**src/rtl/soft_reset_seq.sv**
```systemverilog
// soft_reset_seq: reset-entry sequencer that quiesces, gates, resets, releases and ungates one downstream domain.
// Define SOFT_RESET_ABORT_EN to add abort_i, which cancels a sequence while it is still quiescing.
module soft_reset_seq #(
  parameter int QUIESCE_TIMEOUT = 16,
  parameter int PRE_CYCLES      = 4,
  parameter int HOLD_CYCLES     = 8,
  parameter int POST_CYCLES     = 4,
  parameter int CNT_W           = 5
) (
  input  logic clk,
  input  logic reset,
  input  logic req_i,
  input  logic idle_i,
`ifdef SOFT_RESET_ABORT_EN
  input  logic abort_i,
`endif
  output logic quiesce_o,
  output logic gate_clk_o,
  output logic sw_reset_o,
  output logic busy_o,
  output logic done_o,
  output logic timeout_o
);
  typedef enum logic [2:0] {IDLE, QUIESCE, STOP, ASSERT, CLK_ON, RELEASE} state_t;
  state_t state, nxt;
  logic [CNT_W-1:0] cnt, lim;
  logic last, abort;
`ifdef SOFT_RESET_ABORT_EN
  assign abort = abort_i;
`else
  assign abort = 1'b0;
`endif
  always_comb begin
    lim = state == QUIESCE ? CNT_W'(QUIESCE_TIMEOUT - 1)
        : state == STOP    ? CNT_W'(PRE_CYCLES - 1)
        : state == ASSERT  ? CNT_W'(1)
        : state == CLK_ON  ? CNT_W'(HOLD_CYCLES - 1)
        :                    CNT_W'(POST_CYCLES - 1);
    last = cnt == lim;
    nxt = state == IDLE    ? (req_i ? QUIESCE : IDLE)
        : state == QUIESCE ? (abort ? IDLE : (idle_i || last) ? STOP : QUIESCE)
        : !last            ? state
        : state == STOP    ? ASSERT
        : state == ASSERT  ? CLK_ON
        : state == CLK_ON  ? RELEASE
        :                    IDLE;
  end
  // Outputs are registered from the next state so they never see a combinational input path.
  always_ff @(posedge clk or posedge reset)
    if (reset) begin
      state      <= IDLE;
      cnt        <= '0;
      quiesce_o  <= 1'b0;
      gate_clk_o <= 1'b1;
      sw_reset_o <= 1'b0;
      busy_o     <= 1'b0;
      done_o     <= 1'b0;
      timeout_o  <= 1'b0;
    end else begin
      state      <= nxt;
      cnt        <= (nxt != state || state == IDLE) ? '0 : cnt + 1'b1;
      quiesce_o  <= nxt != IDLE;
      gate_clk_o <= nxt == IDLE || nxt == QUIESCE || nxt == CLK_ON;
      sw_reset_o <= nxt == ASSERT || nxt == CLK_ON;
      busy_o     <= nxt != IDLE;
      done_o     <= state == RELEASE && nxt == IDLE;
      timeout_o  <= (state == IDLE && req_i) ? 1'b0
                  : (state == QUIESCE && !abort && !idle_i && last) ? 1'b1
                  : timeout_o;
    end
endmodule

```
**config.mk**
```make
export PLATFORM = sky130hd
export DESIGN_NAME = soft_reset_seq
export DESIGN_NICKNAME = d
export VERILOG_FILES = /design/src/rtl/soft_reset_seq.sv
export SDC_FILE = /design/constraint.sdc
export NUM_CORES = 1
export LEC_CHECK = 0
export ABC_CLOCK_PERIOD_IN_PS = 2600
export BUFFER_PORTS_ARGS = -buffer_cell sky130_fd_sc_hd__buf_2
export CAP_MARGIN = 20
export CORE_UTILIZATION = 45
export CTS_CLUSTER_DIAMETER = 40
export DETAILED_ROUTE_END_ITERATION = 7
export GPL_TIMING_DRIVEN = 0
export SYNTH_ARGS = -nofsm -noshare
export SYNTH_HDL_FRONTEND = slang
export SYNTH_SLANG_ARGS = --single-unit
```
**constraint.sdc**
```tcl
create_clock -name clk -period 2.6 [get_ports clk]
set_input_delay 0 -clock clk [delete_from_list [all_inputs] [get_ports clk]]
set_output_delay 0 -clock clk [all_outputs]
set_load 0.05 [all_outputs]
```
# Yosys cells after proc, flatten, opt, wreduce, memory -nomap -nowiden
# Cells that the tools add are included.
[totals]
ram_bits = 0
latchBits = 0
reg_bits = 13
n_memories = 0
rom_bits = 0
elab_cells = 47
[classes]
div_mod_pow = 0
bitwise_logic = 0
n_mul = 0
n_eq_ne = 10
n_reduce_logical = 14
n_shift = 0
n_lt_le_gt_ge = 0
add_sub_neg = 1
n_mux = 15
[ops]
columns = ["cell", "n"]
rows = [
  ["3-bit 2-to-1 mux", 9],
  ["3-bit by 2-bit equality test with 1-bit output, second input constant", 3],
  ["3-bit equality test, second input constant", 3],
  ["3-bit by 1-bit equality test with 1-bit output, second input constant", 2],
  ["3-bit zero test", 2],
  ["5-bit by 1-bit adder with 5-bit output, second input constant", 1],
  ["5-bit by 4-bit equality test with 1-bit output", 1],
  ["1-bit logical OR", 5],
  ["5-bit 2-to-1 mux", 1],
  ["1-bit logical AND", 4],
  ["4-bit 2-to-1 mux", 1],
  ["1-bit 2-to-1 mux", 3],
  ["3-bit != test", 1],
  ["3-bit nonzero test", 1],
  ["2-bit 2-to-1 mux", 1],
  ["2-bit nonzero test", 1],
  ["1-bit zero test", 1],
]

# Logic depth before layout (Yosys ltp)
# Gate-level depths: netlist of the first run.
[depth]
depth_word = 13
depth_mapped = 6

# Worst setup path before layout of the first run
# Ideal clock, no wire load.
[synth_timing]
path_type = "flip-flop to flip-flop"
startpoint = "reg cnt[1]"
endpoint = "reg state[0]"
path_slack_ps = 998
t_arrival_ps = 1498
stages_incl_launch_ff = 6
t_required_ps = 2496
n_path_buf = 0
cell_sequence = "dfrtp_1 or3b_1 nand3_2 o2111a_4 a31oi_1 o41ai_2"
[synth_via]
elab_chain_cells = 5
[synth_lines]
columns = ["element", "line", "source"]
rows = [
  ["start, declared", "26", "logic [CNT_W-1:0] cnt, lim;"],
  ["start signal, assigned", "61", "cnt <= (nxt != state || state == IDLE) ? '0 : cnt + 1'b1;"],
  ["5-bit by 4-bit equality test with 1-bit output (*)", "39", "last = cnt == lim;"],
  ["1-bit logical OR", "41", ": state == QUIESCE ? (abort ? IDLE : (idle_i || last) ? STOP : QUIESCE)"],
  ["2-bit 2-to-1 mux", "41", ""],
  ["3-bit 2-to-1 mux (*)", "41", ""],
  ["3-bit 2-to-1 mux (*)", "40", "nxt = state == IDLE ? (req_i ? QUIESCE : IDLE)"],
  ["named net nxt[0]", "25", "state_t state, nxt;"],
  ["end signal, assigned", "60", "state <= nxt;"],
  ["end, declared", "25", ""],
]
# Mark *: on every way through the listed nets, which the timed path passes. The rest lies on a longest branch.
# A chain may end at the register's enable or synchronous reset.

# Worst setup path after layout of the first run
[layout_timing]
startpoint = "reg cnt[1]"
endpoint = "reg cnt[3]"
[layout_via]
elab_chain_cells = 8
[layout_lines]
columns = ["element", "line"]
rows = [
  ["5-bit by 4-bit equality test with 1-bit output", "39"],
  ["1-bit logical OR", "41"],
  ["2-bit 2-to-1 mux", "41"],
  ["3-bit 2-to-1 mux", "41"],
  ["3-bit 2-to-1 mux", "40"],
  ["3-bit != test", "61"],
  ["1-bit logical OR", "61"],
  ["5-bit 2-to-1 mux (*)", "61"],
]
# Every way passes the cells marked *; elsewhere a longest branch is shown, timed or not.

==> run metrics, run 1 <==
status completed; via count approximately 610; antenna violations before repair 0; top routing layer in use met4; Ys Warns 0; Die Height around 43 um; vias in the first global route between 600 and 700; total power roughly 1.2 mW; hold path startpoint req_i; setup TNS 0 ns; wire per inst 13.8 um; Crit path required time 2.74 ns; fin cells roughly 110; H-tree Lvls 1; slowest stage delay, CP roughly 0.46 ns; CP arrival about 2 ns; maximum clock frequency about 550 MHz; worst hold margin approximately 0.056 ns; DP Cell Count roughly 100; Die W around 43 um; post-synthesis instance total 79; Via density roughly 5.6; largest net degree at the start of global routing 14; Post-CTS Repair Setup Buffers 0; Synth cell types 35; CP Capture Type register; met3 routed WL between 40 and 50 um; Num CTS Buffers 3; final hold vios 0; First-pass DRT Iterations 2; DR WL met2 ~700 um; dpl cell area 830 sq um; CP Max Fanout 5; max_cap viols 0; CP Launch Type register; CTS resizes 0; Synth Area per Inst between 9 and 10 sq um; Async S/R FF share, synth 100%; maximum VDD drop 0.633 mV; Die Area 1870 sq um; # fillers 150; CP max stage cell o21ai_0; ratio of cells with drive above 1 in the final layout between 20 and 30%; Synth Cell Area approximately 760 sq um; pins over their slew limit 0; Area growth syn-to-layout 13.3%; Rows 14; CTS clock-pin slew for the worst setup and hold paths ~0.08 ns; Setup CP Type reg -> reg; Ant. Diodes 0; initial core utilization 49.6%; fin worst setup slack approximately 0.77 ns; Root Buffer clkbuf_4; Util after Layout a little under three fifths; CTS Buffer Depth 2; IO Pins 10; CTS tree done; Design Area, Final approximately 870 sq um; Total GRT Usage 19.9%; Final HPWL DP 1170 um; DRT antenna net count 0; clock latency at the later pin of the worst-skew pair about 0.27 ns; core area ~1500 sq um; DRC 0; M1 WL around 750 um; clock period minus final worst setup slack around 1.8 ns; dpl ws around 0.76 ns; Min-Delay Path Class in -> reg; P per Cell Area between 1000 and 1500 nW/um^2; worst path bufs/invs 0; Post-synth EDFFs 0; Yosys reg bits 13; sequential share of the synthesized area between 40% and 50%; clk_skew around 0.0012 ns; CP top delay family compound AO/OA/AOI/OAI gates; fin crit share between 70% and 80%; FF-to-FF Start cnt[1]$_DFF_PP0_; total grt overflow 0; Placer Congestion ~0.84; first-pass GRT wire length between 2000 and 3000 um; Final nets 99; Top FF cell, synth dfrtp_1; clock sink total 13; LEAKAGE ~0.4 nW; max-slew headroom at the worst pin 66.6%; worst setup path startpoint cnt[1]$_DFF_PP0_; RSZ-0062 raised after global routing no; Starting DRT DRC Count 20; CP cell instances or3b_1 > nand3_2 > o2111ai_1 > o21ai_0 > nor2_1; syn nets between 80 and 90; WL final 1510 um; Final setup viols 0; Port Buffers 9; slew at the pin closest to its max-slew limit 0.500 ns
[tightest hold or removal path, cell delays in order]
cell	delay, ns
buf_2	0.10
nor3_1	0.05
a31oi_1	0.13
[synth_stat cells, types with 2 or more instances]
| cell | n | share of area, % |
|---|---|---|
| nor3_1 | 3 | 2.0 |
| inv_1 | 8 | 3.9 |
| buf_4 | 3 | 2.9 |
| nor2_1 | 11 | 5.4 |
| xnor2_1 | 4 | 4.6 |
| nand3_1 | 4 | 2.6 |
| a31oi_1 | 2 | 1.6 |
| o21ai_0 | 3 | 2.0 |
| dfrtp_1 | 12 | 39 |
| a32o_1 | 2 | 2.6 |
| a21oi_1 | 3 | 2.0 |
[layout make-up]
cell class	instances	area, sq um	share of cell area, %
buffer	4	27.5	3.18
clock buffer	4	26.3	3.03
inverter	8	30.0	3.47
multi-input combinational	54	380	43.9
sequential	13	327	37.7
tap	16	20.0	2.31
timing repair buffer	10	55.1	6.36
[what timing repair did]
action                                 CTS  global route
hold buffers                             1             0
setup endpoints to repair                0             0
endpoints found under the hold margin   12             0
[placed cells by master (no fill, tap or decap), types with 2 or more instances in the layout]
master     n
o21ai_0    3
a31oi_1    2
dfrtp_1   12
a21oi_1    3
clkbuf_4   3
nor3_1     3
inv_1      8
xnor2_1    4
a32o_1     2
buf_2      9
nor2_1    11
buf_4      3
nand3_1    4
[where the power goes]
group	leakage, nW	internal [mW]	switching (mW)
clock network	0.0150	0.0593	0.0656
logic	0.230	0.281	0.452
registers	0.160	0.281	0.0554
total	0.405	0.622	0.572
[layer usage]
layer,vias to the layer above,GRT usage (%)
met5,-,0
met4,0,5.45
met3,2,3.83
met2,10,31.3
met1,288,27.5
li1,307,-
[flip-flops by register name, indices dropped and copies added (netlist names)]
name        count
done_o          1
sw_reset_o      1
state           3
cnt             5
gate_clk_o      1
timeout_o       1
quiesce_o       1
[final timing paths]
check,end,slack [ns],cells after the start
hold / removal,quiesce_o$_DFF_PP0_,0.06,3
min in group asynchronous,done_o$_DFF_PP0_,0.29,3
setup reg to reg,cnt[3]$_DFF_PP0_,0.77,5
setup / recovery,cnt[3]$_DFF_PP0_,0.77,5
max in group asynchronous,gate_clk_o$_DFF_PP1_,1.96,3
hold reg to reg,timeout_o$_DFFE_PP0P_,0.52,1
[cells by family after synthesis]
family	count (synthesis)	synth area share, %
AO/OA/AOI/OAI	18	19.6
multiplexers	1	1.31
adder cells (fa/ha/maj)	1	1.64
buffers and inverters	12	7.53
XOR/XNOR	6	7.86
AND/OR/NAND/NOR	28	19.3
flip-flops	13	42.7
Note: power is estimated with default switching activity, not from simulation.
==> inputs of run 2 (changes only) <==
--- a/config.mk
+++ b/config.mk
@@ -5,7 +5,8 @@
 export SDC_FILE = /design/constraint.sdc
 export NUM_CORES = 1
 export LEC_CHECK = 0
-export ABC_CLOCK_PERIOD_IN_PS = 2600
+export ABC_AREA = 1
+export ABC_CLOCK_PERIOD_IN_PS = 1700
 export BUFFER_PORTS_ARGS = -buffer_cell sky130_fd_sc_hd__buf_2
 export CAP_MARGIN = 20
 export CORE_UTILIZATION = 45
==> constraint.sdc (replaced) <==
create_clock -name clk -period 1.7 [get_ports clk]
set_input_delay 0 -clock clk [delete_from_list [all_inputs] [get_ports clk]]
set_output_delay 0 -clock clk [all_outputs]
set_load 0.05 [all_outputs]
==> run metrics, run 2 <==
fin crit share 101% (+30 points); WL final 1530 um (+1.7%); Ys Warns 0 (unchanged); DRT antenna net count 0 (unchanged); DRC 0 (unchanged); Ant. Diodes 0 (unchanged); Port Buffers 9 (unchanged); most frequent cells in the layout 16 x nand2_1, 13 x inv_1, 11 x buf_4; violated checks negative setup slack; core area 1580 sq um (+2.3%); first-pass GRT wire length 2370 um (-15%); biggest regs cnt (5), state (3); Async S/R FF share, synth 100% (unchanged); H-tree Lvls 1 (unchanged); R2R Path End cnt[4]$_DFF_PP0_; Area growth syn-to-layout 30.6%; Biggest register cnt; vias in the first global route 553 (-10%); slew at the pin closest to its max-slew limit 0.484 ns (-0.0162 ns); CP Launch Type register; Post-synth EDFFs 0 (unchanged); Compound-Gate Fraction of Synth Area 3.17% (-16 points); status finished with violations; largest family of logic cells by synthesized area simple AND/OR/NAND/NOR gates; post-synthesis mux area share 0% (-1.3 points); biggest area consumer among synthesized cells dfrtp_1; reg2reg setup slack -0.009 ns (-0.78 ns); synth cell count leaders 18 x nand2_1, 13 x inv_1, 12 x dfrtp_1, 9 x nand3_1, 7 x nor2_2; Top FF cell, synth dfrtp_1; max-slew headroom at the worst pin 67.7% (+1.1 points); Synth Area in XOR/XNOR 3.33% (-4.5 points); maximum VDD drop 1.25 mV (+97%); Synth cell types 21 (-40%); clock period minus final worst setup slack 1.71 ns (-0.121 ns); Die Area 1930 sq um (+3.1%); final hold vios 0 (unchanged); Final HPWL DP 1020 um (-13%); total grt overflow 0 (unchanged); clk_skew 0.00116 ns (-0.0000670 ns); WHS Endpoint timeout_o$_DFFE_PP0P_; Crit path required time 1.86 ns (-0.88 ns); Starting DRT DRC Count 24 (+20%); CP max stage cell dfrtp_2; Final setup viols 4 (+4); Via density 4.86 (-13%); Total GRT Usage 16.9% (-3.0 points); Largest register FFs 5 (unchanged); IO Pins 10 (unchanged); Root Buffer clkbuf_4; CP arrival 1.87 ns (-0.10 ns); ratio of cells with drive above 1 in the final layout 46.7% (+19 points); LEAKAGE 0.542 nW (+34%); post-synthesis instance total 97 (+23%); Synth Area per Inst 8.14 sq um (-16%); clock latency at the later pin of the worst-skew pair 0.26 ns (about the same); First-pass DRT Iterations 4 (+2); Setup CP Type reg -> reg; Yosys reg bits 13 (unchanged); Synth Area in Adders 1.58% (-0.052 points); pins over their slew limit 0 (unchanged); Worst Reg-to-Reg Cells 12 (+7); syn nets 102 (+21%); Min-Delay Path Class in -> reg; CP top delay family simple AND/OR/NAND/NOR gates; RSZ-0062 raised after global routing yes; CP Capture Type register; Num CTS Buffers 3 (unchanged); Synth top area share 38.0% (-1.2 points); hold path startpoint idle_i; fin worst setup slack -0.00868 ns (-0.779 ns); dpl ws -0.0487 ns (-0.813 ns); Post-Synth Simple-Gate Area 40.6% (+21 points); clock sink total 13 (unchanged); maximum clock frequency 585 MHz (+7.1%); FF-to-FF Start state[1]$_DFF_PP0_; CP Max Fanout 6 (+1); antenna violations before repair 0 (unchanged); P per Cell Area 2140 nW/um^2 (+55%); max_cap viols 0 (unchanged); Placer Congestion 0.826 (-1.5%); wire per inst 11.1 um (-20%); Final nets 128 (+29%); slowest stage delay, CP 0.50 ns (+0.04 ns); CTS tree done; leading cell type in the layout, fill and taps excluded nand2_1; worst hold margin 0.0158 ns (-0.0402 ns); Synth Cell Area 790 sq um (+3.3%); via count 671 (+11%); Die Height 43.9 um (+1.6%); largest net degree at the start of global routing 14 (unchanged); Hold Path Depth 4 (+1); worst path bufs/invs 3 (+3); most frequent cell after synthesis nand2_1; CP cell instances inv_4 > nand3_4 > nand2_2 > nand2_2 > nor2_4 > nand3_4 > o21ai_1 > inv_1 > nand2_1 > inv_2 > nand2_8 > nor2_2; initial core utilization 50.1% (+0.49 points); Rows 14 (unchanged); Die W 43.9 um (+1.6%); CTS clock-pin slew for the worst setup and hold paths 0.08 ns (about the same); Synth area leaders dfrtp_1 38%, nand2_1 8.6%, inv_1 6.2%; CTS Buffer Depth 2 (unchanged); sequential share of the synthesized area 41.4% (-1.4 points)
run 2: worst min-delay path, stage by stage:
cell and delay (ns):
buf_2 0.07, nor2_1 0.05, nand2_1 0.07, nand2_1 0.05
run 2: where the power goes:
part / internal, mW / total (mW) / switching (mW) / leakage (nW)
registers: 0.428 / 0.549 / 0.121 / 0.158
logic: 0.560 / 1.47 / 0.914 / 0.369
clock network: 0.0905 / 0.187 / 0.0964 / 0.0150
total: 1.08 / 2.21 / 1.13 / 0.542
run 2: layer usage:
metal	up-vias	GRT usage (%)	part of all wire, %
met5	-	0	0
met4	0	3.64	2.3
met3	4	3.75	2.7
met2	13	24.5	47
met1	304	25.8	48
li1	350	-	-
run 2: logic make-up (layout without fill, tap and decap cells):
group	Yosys count	in the layout
AO/OA/AOI/OAI	5	5
XOR/XNOR	3	3
adder cells (fa/ha/maj)	1	1
buffers and inverters	20	45
flip-flops	13	13
AND/OR/NAND/NOR	55	55
run 2: what timing repair did:
item                                   in CTS  in global routing
endpoints found under the hold margin      12                  0
buffers inserted                            2                  9
pin swaps                                   0                  6
hold buffers                                1                  0
setup endpoints to repair                   7                  8
gates resized for setup                     3                 12
run 2: cell type report:
class / instances / area (sq um)
timing repair buffer: 21 / 141
buffer: 1 / 7.51
fill: 130 / 546
multi-input combinational: 64 / 427
sequential: 13 / 330
inverter: 19 / 78.8
clock buffer: 4 / 26.3
tap: 16 / 20.0
run 2: worst max path at each step:
stage	startpoint	cells past startpoint	slack, ns	endpoint
finish	state[1]$_DFF_PP0_	12	-0.009	cnt[4]$_DFF_PP0_
global route	state[1]$_DFF_PP0_	12	-0.10	cnt[4]$_DFF_PP0_
CTS	state[2]$_DFF_PP0_	12	0.01	cnt[4]$_DFF_PP0_
detailed placement	state[1]$_DFF_PP0_	12	-0.05	cnt[4]$_DFF_PP0_
global placement	state[1]$_DFF_PP0_	12	-0.02	cnt[3]$_DFF_PP0_
floorplan	state[0]$_DFF_PP0_	12	0.16	cnt[2]$_DFF_PP0_
run 2: per-stage QoR:
step / power (mW) / instance area, sq um / std cells / util, % / TNS, ns
floorplan: 1.47 / 790 / 97 / - / 0
global placement: 1.65 / 855 / 122 / 54.2 / -0.106
detailed placement: 1.66 / 855 / 122 / 54.2 / -0.226
CTS: 1.90 / 916 / 129 / 58.1 / 0
global route: 2.38 / 1030 / 138 / 65.4 / -0.630
finish: 2.21 / 1030 / 138 / 65.4 / -0.0150
